File: src/rtl/hp0_stream_wr_master.sv
// AXI3 write initiator for PS S_AXI_HP0: buffers a 32-bit stream and writes it to DDR in 16-beat INCR bursts.
// Optional build macro HP0_WR_RING_EN: circular capture over the programmed region until cfg_stop.
module hp0_stream_wr_master #(
    parameter logic [5:0] AXI_ID     = 6'd0,
    parameter int         FIFO_DEPTH = 32,
    parameter int         BURST_LEN  = 16
) (
    input  logic        SYS_CLK,
    input  logic        SYS_RST,
    input  logic [31:0] cfg_base,
    input  logic [23:0] cfg_words,
    input  logic        cfg_start,
    input  logic        cfg_stop,
    output logic        sts_busy,
    output logic        sts_done,
    output logic        sts_err,
    output logic [31:0] sts_addr,
    input  logic [31:0] s_data,
    input  logic        s_valid,
    output logic        s_ready,
    output logic [31:0] M_AXI_awaddr,
    output logic [3:0]  M_AXI_awlen,
    output logic [5:0]  M_AXI_awid,
    output logic [2:0]  M_AXI_awsize,
    output logic [1:0]  M_AXI_awburst,
    output logic [3:0]  M_AXI_awcache,
    output logic [2:0]  M_AXI_awprot,
    output logic [1:0]  M_AXI_awlock,
    output logic [3:0]  M_AXI_awqos,
    output logic        M_AXI_awvalid,
    input  logic        M_AXI_awready,
    output logic [31:0] M_AXI_wdata,
    output logic [3:0]  M_AXI_wstrb,
    output logic [5:0]  M_AXI_wid,
    output logic        M_AXI_wlast,
    output logic        M_AXI_wvalid,
    input  logic        M_AXI_wready,
    input  logic [5:0]  M_AXI_bid,
    input  logic [1:0]  M_AXI_bresp,
    input  logic        M_AXI_bvalid,
    output logic        M_AXI_bready,
    output logic [2:0]  dbg_state
);
    localparam int PTR_W = $clog2(FIFO_DEPTH);
    localparam int CNT_W = PTR_W + 1;

    // Handshakes: a beat transfers on the rising edge where valid && ready; valid never drops before that.
    typedef enum logic [2:0] {
        ST_IDLE = 3'd0,
        ST_FILL = 3'd1,
        ST_ADDR = 3'd2,
        ST_DATA = 3'd3,
        ST_RESP = 3'd4,
        ST_DONE = 3'd5
    } state_t;

    state_t           state;
    logic [31:0]      mem [FIFO_DEPTH];
    logic [PTR_W-1:0] wr_ptr;
    logic [PTR_W-1:0] rd_ptr;
    logic [CNT_W-1:0] count;
    logic             fifo_full;
    logic             push;
    logic             pop;
    logic             flush;
    logic [31:0]      addr_q;
    logic [23:0]      remaining;
    logic             stop_req;
    logic [3:0]       beat;
    logic             unused_ok;
`ifdef HP0_WR_RING_EN
    logic [31:0]      base_q;
    logic [23:0]      words_q;
`endif

    assign unused_ok = ^{M_AXI_bid, cfg_base[5:0], cfg_words[3:0]};

    assign M_AXI_awlen   = 4'(BURST_LEN - 1);
    assign M_AXI_awid    = AXI_ID;
    assign M_AXI_awsize  = 3'b010;
    assign M_AXI_awburst = 2'b01;
    assign M_AXI_awcache = 4'b0011;
    assign M_AXI_awprot  = 3'b000;
    assign M_AXI_awlock  = 2'b00;
    assign M_AXI_awqos   = 4'h0;
    assign M_AXI_wstrb   = 4'hF;
    assign M_AXI_wid     = AXI_ID;
    assign M_AXI_awaddr  = addr_q;
    assign M_AXI_wdata   = mem[rd_ptr];
    assign sts_addr      = addr_q;
    assign dbg_state     = state;

    assign fifo_full = (count == CNT_W'(FIFO_DEPTH));
    assign s_ready   = sts_busy && !fifo_full;
    assign push      = s_valid && s_ready;
    assign pop       = M_AXI_wvalid && M_AXI_wready;
    assign flush     = (state == ST_IDLE) && cfg_start;

    always_ff @(posedge SYS_CLK) begin
        if (push) mem[wr_ptr] <= s_data;
    end

    always_ff @(posedge SYS_CLK) begin
        if (SYS_RST || flush) begin
            wr_ptr <= '0;
            rd_ptr <= '0;
            count  <= '0;
        end else begin
            if (push) wr_ptr <= wr_ptr + 1'b1;
            if (pop)  rd_ptr <= rd_ptr + 1'b1;
            case ({push, pop})
                2'b10:   count <= count + 1'b1;
                2'b01:   count <= count - 1'b1;
                default: count <= count;
            endcase
        end
    end

    always_ff @(posedge SYS_CLK) begin
        if (SYS_RST) begin
            state         <= ST_IDLE;
            M_AXI_awvalid <= 1'b0;
            M_AXI_wvalid  <= 1'b0;
            M_AXI_wlast   <= 1'b0;
            M_AXI_bready  <= 1'b0;
            sts_busy      <= 1'b0;
            sts_done      <= 1'b0;
            sts_err       <= 1'b0;
            addr_q        <= '0;
            remaining     <= '0;
            stop_req      <= 1'b0;
            beat          <= '0;
`ifdef HP0_WR_RING_EN
            base_q        <= '0;
            words_q       <= '0;
`endif
        end else begin
            sts_done <= 1'b0;
            if (sts_busy && cfg_stop) stop_req <= 1'b1;
            case (state)
                ST_IDLE: begin
                    if (cfg_start) begin
                        addr_q    <= {cfg_base[31:6], 6'b0};
                        remaining <= {cfg_words[23:4], 4'b0};
`ifdef HP0_WR_RING_EN
                        base_q    <= {cfg_base[31:6], 6'b0};
                        words_q   <= {cfg_words[23:4], 4'b0};
`endif
                        sts_err   <= 1'b0;
                        stop_req  <= 1'b0;
                        sts_busy  <= 1'b1;
                        state     <= (cfg_words[23:4] == '0) ? ST_DONE : ST_FILL;
                    end
                end
                // A stop only ever takes effect here, between bursts.
                ST_FILL: begin
                    if (stop_req || cfg_stop) begin
                        state <= ST_DONE;
                    end else if (count >= CNT_W'(BURST_LEN)) begin
                        M_AXI_awvalid <= 1'b1;
                        state         <= ST_ADDR;
                    end
                end
                ST_ADDR: begin
                    if (M_AXI_awready) begin
                        M_AXI_awvalid <= 1'b0;
                        M_AXI_wvalid  <= 1'b1;
                        M_AXI_wlast   <= 1'b0;
                        beat          <= '0;
                        state         <= ST_DATA;
                    end
                end
                ST_DATA: begin
                    if (M_AXI_wready) begin
                        beat        <= beat + 1'b1;
                        M_AXI_wlast <= (beat == 4'(BURST_LEN - 2));
                        if (M_AXI_wlast) begin
                            M_AXI_wvalid <= 1'b0;
                            M_AXI_wlast  <= 1'b0;
                            M_AXI_bready <= 1'b1;
                            state        <= ST_RESP;
                        end
                    end
                end
                ST_RESP: begin
                    if (M_AXI_bvalid) begin
                        M_AXI_bready <= 1'b0;
                        if (M_AXI_bresp != 2'b00) sts_err <= 1'b1;
                        addr_q    <= addr_q + 32'(BURST_LEN * 4);
                        remaining <= remaining - 24'(BURST_LEN);
                        if (remaining == 24'(BURST_LEN)) begin
`ifdef HP0_WR_RING_EN
                            addr_q    <= base_q;
                            remaining <= words_q;
                            state     <= ST_FILL;
`else
                            state     <= ST_DONE;
`endif
                        end else begin
                            state <= ST_FILL;
                        end
                    end
                end
                ST_DONE: begin
                    sts_done <= 1'b1;
                    sts_busy <= 1'b0;
                    stop_req <= 1'b0;
                    state    <= ST_IDLE;
                end
                default: state <= ST_IDLE;
            endcase
        end
    end
endmodule

File: config.mk
export PLATFORM = sky130hd
export DESIGN_NAME = hp0_stream_wr_master
export DESIGN_NICKNAME = d
export VERILOG_FILES = /design/src/rtl/hp0_stream_wr_master.sv
export SDC_FILE = /design/constraint.sdc
export NUM_CORES = 1
export LEC_CHECK = 0
export ABC_CLOCK_PERIOD_IN_PS = 3800
export CORE_ASPECT_RATIO = 0.5
export CORE_UTILIZATION = 39
export DETAILED_ROUTE_END_ITERATION = 8
export PLACE_DENSITY = 0.63
export SLEW_MARGIN = 40
export SYNTH_ARGS = -nofsm -noshare
export SYNTH_HDL_FRONTEND = slang
export SYNTH_SLANG_ARGS = --single-unit
File: constraint.sdc
create_clock -name SYS_CLK -period 3.8 [get_ports SYS_CLK]
set_clock_uncertainty 0.1 [all_clocks]
set_input_delay 0.38 -clock SYS_CLK [delete_from_list [all_inputs] [get_ports SYS_CLK]]
set_output_delay 0.38 -clock SYS_CLK [all_outputs]
set_load 0.03 [all_outputs]
==> After elaboration in Yosys (flattened, before gate mapping) <==
Memory sizes are Yosys's and may differ from the RTL's. A register that Yosys moved wholly into a read port is not among the register bits.
Cells that the tools add are included.
{ "classes": {"n_reduce_logical": 25, "order_cmp": 1, "muxes": 49, "eq_ne": 19, "addsub": 7} }
{ "op_table": {"columns": ["op", "count"], "rows": [
  ["$mux W32", 2],
  ["$pmux W32 S2", 1],
  ["$mux W24", 2],
  ["$pmux W24 S2", 1],
  ["$add A32 B7 Y32 const B", 1],
  ["$mux W3", 9],
  ["$eq A24 B5 Y1 const B", 1],
  ["$sub A24 B5 Y24 const B", 1],
  ["$logic_not A20 Y1", 1],
  ["$mux W1", 20],
  ["$ne A2 B2 Y1 const B", 8],
  ["$reduce_and A4 Y1", 4],
  ["$pmux W3 S5", 1],
  ["$pmux W1 S2", 7],
  ["$reduce_bool A2 Y1", 7],
  ["$pmux W6 S2", 1],
  ["$add A5 B1 Y5 const B", 2],
  ["$mux W5", 2],
  ["$mux W4", 2],
  ["$pmux W4 S2", 1],
  ["$add A6 B1 Y6 const B", 1],
  ["$eq A3 B2 Y1 const B", 2],
  ["$eq A3 B3 Y1 const B", 2],
  ["$eq A6 B6 Y1 const B", 1],
  ["15 further kinds", 21]
]} }
{ "totals": {"n_memories": 1, "wordCells": 117, "reg_bits": 87, "output_inout_bits": 145, "mem_bits_rw": 1024, "input_bits": 104} }
{ "memory_table": {"columns": ["name", "words", "word_bits", "read_ports", "rd_clocked_by_memory_dff", "write_ports", "line", "text"], "rows": [
  ["mem", 32, 32, 1, 1, 1, "58", "logic [31:0] mem [FIFO_DEPTH];"]
]} }

==> Depth between registers and ports, before layout <==
{ "logic_depth": {"word_depth": 6, "depth_mapped": 12, "depth_no_buf": 10} }

==> Worst setup path before layout <==
OpenSTA, ideal clock, no wires.
{ "synth_timing": {"path_type": "register to register", "startpoint": "register count[1]", "endpoint": "register count[4]", "path_stages_with_launch": 13, "period_less_slack_ns": 3.300, "setup_slack_ns": 0.500, "path_buffers": 2, "required_time_ns": 3.628, "setup_ns": 0.072, "arrival_time_ns": 3.129, "cell_sequence": "dfxtp_1 clkbuf_1 or4_1 o211a_2 inv_2 ha_1 clkbuf_1 xor2_1 ha_1 a21oi_1 or3b_2 a31oi_1 mux2i_1"} }
{ "synth_via": {"elab_chain_cells": 6, "word_cells_on_any_way": 10, "cone_classes": "add/sub (2); eq/ne (3); mux (1); reduce/logical (4)"} }
{ "synth_lines": {"columns": ["item", "line", "text"], "rows": [
  ["start, declared", "61", "logic [CNT_W-1:0] count;"],
  ["start signal, assigned", "112", "2'b10: count <= count + 1'b1;"],
  ["start signal, assigned", "113", "2'b01: count <= count - 1'b1;"],
  ["start signal, assigned", "114", "default: count <= count;"],
  ["$eq A6 B6 Y1", "93", "assign fifo_full = (count == CNT_W'(FIFO_DEPTH));"],
  ["$logic_not A1 Y1", "94", "assign s_ready = sts_busy && !fifo_full;"],
  ["$logic_and A1 B1 Y1", "94", null],
  ["$logic_and A1 B1 Y1", "95", "assign push = s_valid && s_ready;"],
  ["$eq A2 B1 Y1 or $eq A2 B2 Y1 (tied branches)", "111", "case ({push, pop})"],
  ["$pmux W6 S2 or $reduce_bool A2 Y1 (tied branches)", null, null]
]} }
Parallel ways exist; a longest one is shown, timed or not.
A chain may end at the register's enable or synchronous reset.

==> results.txt <==
The run finished with clean final reports. The worst-margin pin slew is roughly 0.8 ns. Once routing completed, OpenROAD measured the worst setup slack at between 0.1 and 0.15 ns.

STA puts the critical path data required time at between 3 and 4 ns. The path class of the tightest hold or removal check is primary input to flip-flop. The wire length per cell after detailed routing came out at about 26 um. STA classifies the critical path startpoint as a flip-flop. Yosys instantiated no cell more often than sky130_fd_sc_hd__edfxtp_1. The number of buffers created by CTS came out at 100. The initial antenna violation count came to 3.

The CTS root buffer is sky130_fd_sc_hd__clkbuf_16. The number of buffer and inverter stages on the critical path came out at 3. By count the netlist is led by sky130_fd_sc_hd__edfxtp_1 (1024), sky130_fd_sc_hd__mux4_2 (256), sky130_fd_sc_hd__o22ai_1 (134). The number of H-tree levels is 3.

Broken down by cell family, the worst path's largest delay share belongs to buffers and inverters. After filler insertion, the fill cell instance count of the layout stands at 9200. In the global route stage, overall resource usage came out at 0.186.

The multi-input combinational cells in the finished layout cover a total of around 11000 sq um. The number of hold violations in the final report came to 0. The count of antenna-violating nets left after detailed routing is 0. The part of the cycle the worst path needs is 0.969. The setup TNS after final layout came out at 0 ns.

The layout overhead on the synthesized area is 16.8%. At the end of the flow the core is filled with cells to 0.461. The wire length of the first global-routing pass is 155000 um.

The weighted congestion reported at the end of routability-driven placement came out at between 0.8 and 0.9. Synthesis handed over a netlist of between 2k and 2.5k instances. The aggregate routed wire length is ~110000 um.

The height of the chip came out at around 240 um. In the synthesized netlist the dominant register cell turns out to be sky130_fd_sc_hd__edfxtp_1. The I/O pin count came out at around 250.

The static leakage is 0.0155 uW. The highest attainable clock frequency came out at 272 MHz. The site row count is 86. The register bit count reported by yosys came out at 1106. Yosys mapped a number of flops with a built-in enable equal to between 1k and 1.5k. The average cell area after synthesis came out at 19.1 sq um.

The full die area is 113000 sq um. The critical path capture point type is an output pin. TritonCTS built the clock tree. After synthesis, the cell types taking the most area are sky130_fd_sc_hd__edfxtp_1 (70%), sky130_fd_sc_hd__mux4_2 (13%), sky130_fd_sc_hd__dfxtp_1 (3.8%). The later pin in the worst-skew pair is clocked with a latency of around 0.70 ns. The overall overflow remaining after global route is 0. For this run, the detailed router's first-pass iteration total came to 5. The layout net count is approximately 2.6k.

The flip-flop and latch area came out at 32400 sq um. The fraction of registers with async set/reset is 0. The reported max-cap violation count is 0. The total vias in the final route is between 20k and 25k.

The fraction of post-synthesis cell area in the top cell type by area came out at 0.705. The average via count per standard cell is 5.66. The count of buffers inserted at the top-level ports came out at between 150 and 200.

The critical path's slowest cell is sky130_fd_sc_hd__clkdlybuf4s50_1. The portion of the post-synthesis area used by sequential elements came out at 0.742. The cell area power density is about 500 nW/um^2. The final number of setup-violating endpoints is 0.

The worst ir drop on vdd came out at roughly 330 uV. The share of final-layout standard cells stronger than drive strength 1 is 0.235. The total count of max-transition violations in the final report came out at 0.

Summed over all instances, the cell type with the most area after synthesis is sky130_fd_sc_hd__edfxtp_1. Data arrives at the worst endpoint at about 3.2 ns. The number of warnings issued by yosys is 0. Of all nets on the critical path, the largest fanout is 39. Traced cell by cell, the critical path runs through buf_16 -> mux4_2 -> o22ai_2 -> nor4_2 -> buf_4 -> clkdlybuf4s50_1. The DRC violation count after routing came out at 0. The HPWL reported at the end of detailed placement came out at approximately 60000 um.

The pin count of the biggest net entering global routing is 43. The setup path with the least slack is of type flip-flop to output pin. The number of distinct library cell variants in the gate-level netlist after synthesis is 79.

The time the worst path needs with I/O delays and setup came out at about 3.7 ns. The clock sink count came out at ~1.1k. The number of global-route vias before repair was about 23k. The number of DRC markers in iteration 0 came out at roughly 2.3k. The die outline width came out at roughly 480 um.

The delay of the slowest critical-path stage came out at about 0.67 ns. The maximum clock path buffer count is 3. In this run the cell area of the synthesized design comes to about 44000 sq um. The placeable core region came out at 111000 sq um. The pre-CTS worst setup slack is between 0.5 and 0.6 ns.

The initial cell density of the core is 0.395. Clock-pin slew was measured on the worst setup and hold paths at 0.07 ns. The number of hold-repair buffers added at the cts stage is 0.

The worst pin sits at a relative slew slack of 0.452.
through the flow:
stage / hold slack [ns] / total power (uW) / instances / instance area, sq um
after floorplan: 0.357 / 15300 / 2330 / 43800
after global placement: 0.358 / 16200 / 3912 / 47900
after detailed placement: 0.358 / 16200 / 3912 / 47900
after CTS: 0.0317 / 25800 / 4095 / 51000
after global routing: 0.0448 / 26400 / 4099 / 51000
final: 0.0539 / 25600 / 4099 / 51000
metal layers:
| layer | GRT usage | wire, um | vias to the layer above |
|---|---|---|---|
| met5 | 0 | 0 | - |
| met4 | 0.0466 | 2360 | 0 |
| met3 | 0.0363 | 7370 | 176 |
| met2 | 0.300 | 50700 | 840 |
| met1 | 0.261 | 44800 | 12317 |
| li1 | - | - | 9872 |
placed cells by master, fill, tap and decap left out, types with 7 or more instances in the layout:
master and count:
sky130_fd_sc_hd__dfxtp_1 80, sky130_fd_sc_hd__a211oi_1 7, sky130_fd_sc_hd__a31oi_1 17, sky130_fd_sc_hd__o211ai_1 11, sky130_fd_sc_hd__dlygate4sd2_1 13, sky130_fd_sc_hd__edfxtp_1 1024, sky130_fd_sc_hd__nand2_1 55, sky130_fd_sc_hd__clkbuf_16 101
sky130_fd_sc_hd__nand3b_1 9, sky130_fd_sc_hd__xor2_1 10, sky130_fd_sc_hd__buf_4 85, sky130_fd_sc_hd__o21ai_1 12, sky130_fd_sc_hd__ha_1 13, sky130_fd_sc_hd__o21ai_0 19, sky130_fd_sc_hd__nor4_1 42, sky130_fd_sc_hd__nor2_4 32
sky130_fd_sc_hd__a21o_1 7, sky130_fd_sc_hd__nand2b_1 8, sky130_fd_sc_hd__buf_2 33, sky130_fd_sc_hd__or4_1 10, sky130_fd_sc_hd__inv_1 17, sky130_fd_sc_hd__mux4_2 256, sky130_fd_sc_hd__a21boi_0 8, sky130_fd_sc_hd__a21oi_1 43
sky130_fd_sc_hd__nor3_1 15, sky130_fd_sc_hd__mux2i_1 9, sky130_fd_sc_hd__nand3_1 27, sky130_fd_sc_hd__nor2b_1 9, sky130_fd_sc_hd__clkinv_1 27, sky130_fd_sc_hd__nor2_1 40, sky130_fd_sc_hd__o22ai_1 132, sky130_fd_sc_hd__clkdlybuf4s50_1 125
sky130_fd_sc_hd__clkbuf_1 24, sky130_fd_sc_hd__or3_1 12, sky130_fd_sc_hd__nor4_2 9, sky130_fd_sc_hd__nand4_1 28, sky130_fd_sc_hd__buf_12 32, sky130_fd_sc_hd__conb_1 50, sky130_fd_sc_hd__clkinv_2 14, sky130_fd_sc_hd__o31a_1 7
power by group:
group	internal (uW)	switching, uW	total (uW)
clock network	5170	4470	9640
logic	780	1450	2230
registers	13500	236	13700
area by class of cell:
cell class                 count  area share
clock buffer                 128      0.0520
clock inverter                55     0.00893
tap                         1496      0.0367
antenna                        1   0.0000491
timing repair buffer         296      0.0580
sequential                  1106       0.635
multi-input combinational    999       0.208
inverter                      18     0.00133
final timing paths:
path,end,cells after the start,slack [ns],from
max,M_AXI_wdata[2],6,0.12,flip-flop
min,mem[18][10]$_DFFE_PP_,1,0.05,s_data[10]
max reg2reg,count[4]$_SDFFE_PP0P_,10,0.61,count[1]$_SDFFE_PP0P_
min reg2reg,M_AXI_bready$_SDFFE_PP0P_,2,0.38,M_AXI_bready$_SDFFE_PP0P_
kinds of logic (layout without fill, tap and decap cells):
kind of cell	after synthesis	count (layout)	share of synthesized area
buffers and inverters	225	497	0.0269
adder cells (fa/ha/maj)	13	13	0.00373
AO/OA/AOI/OAI	314	314	0.0470
XOR/XNOR	11	11	0.00221
other	2	51	0.000172
multiplexers	266	266	0.134
flip-flops	1106	1106	0.742
AND/OR/NAND/NOR	345	345	0.0434
flip-flops by register name, summed over array words and instances, names as in the netlist, 3 cells and up, named ones only:
register and flops:
mem 1024, M_AXI_awaddr 26, remaining 20, count 6, rd_ptr 5, wr_ptr 5, beat 4, dbg_state 3
repair_timing:
action	in CTS	in global routing
resized for setup	34	4
pin swaps	0	1
endpoints found under the hold margin	0	0
setup endpoints to repair	26	5
buffers inserted	0	3
Note: power is estimated with default switching activity, not from simulation.
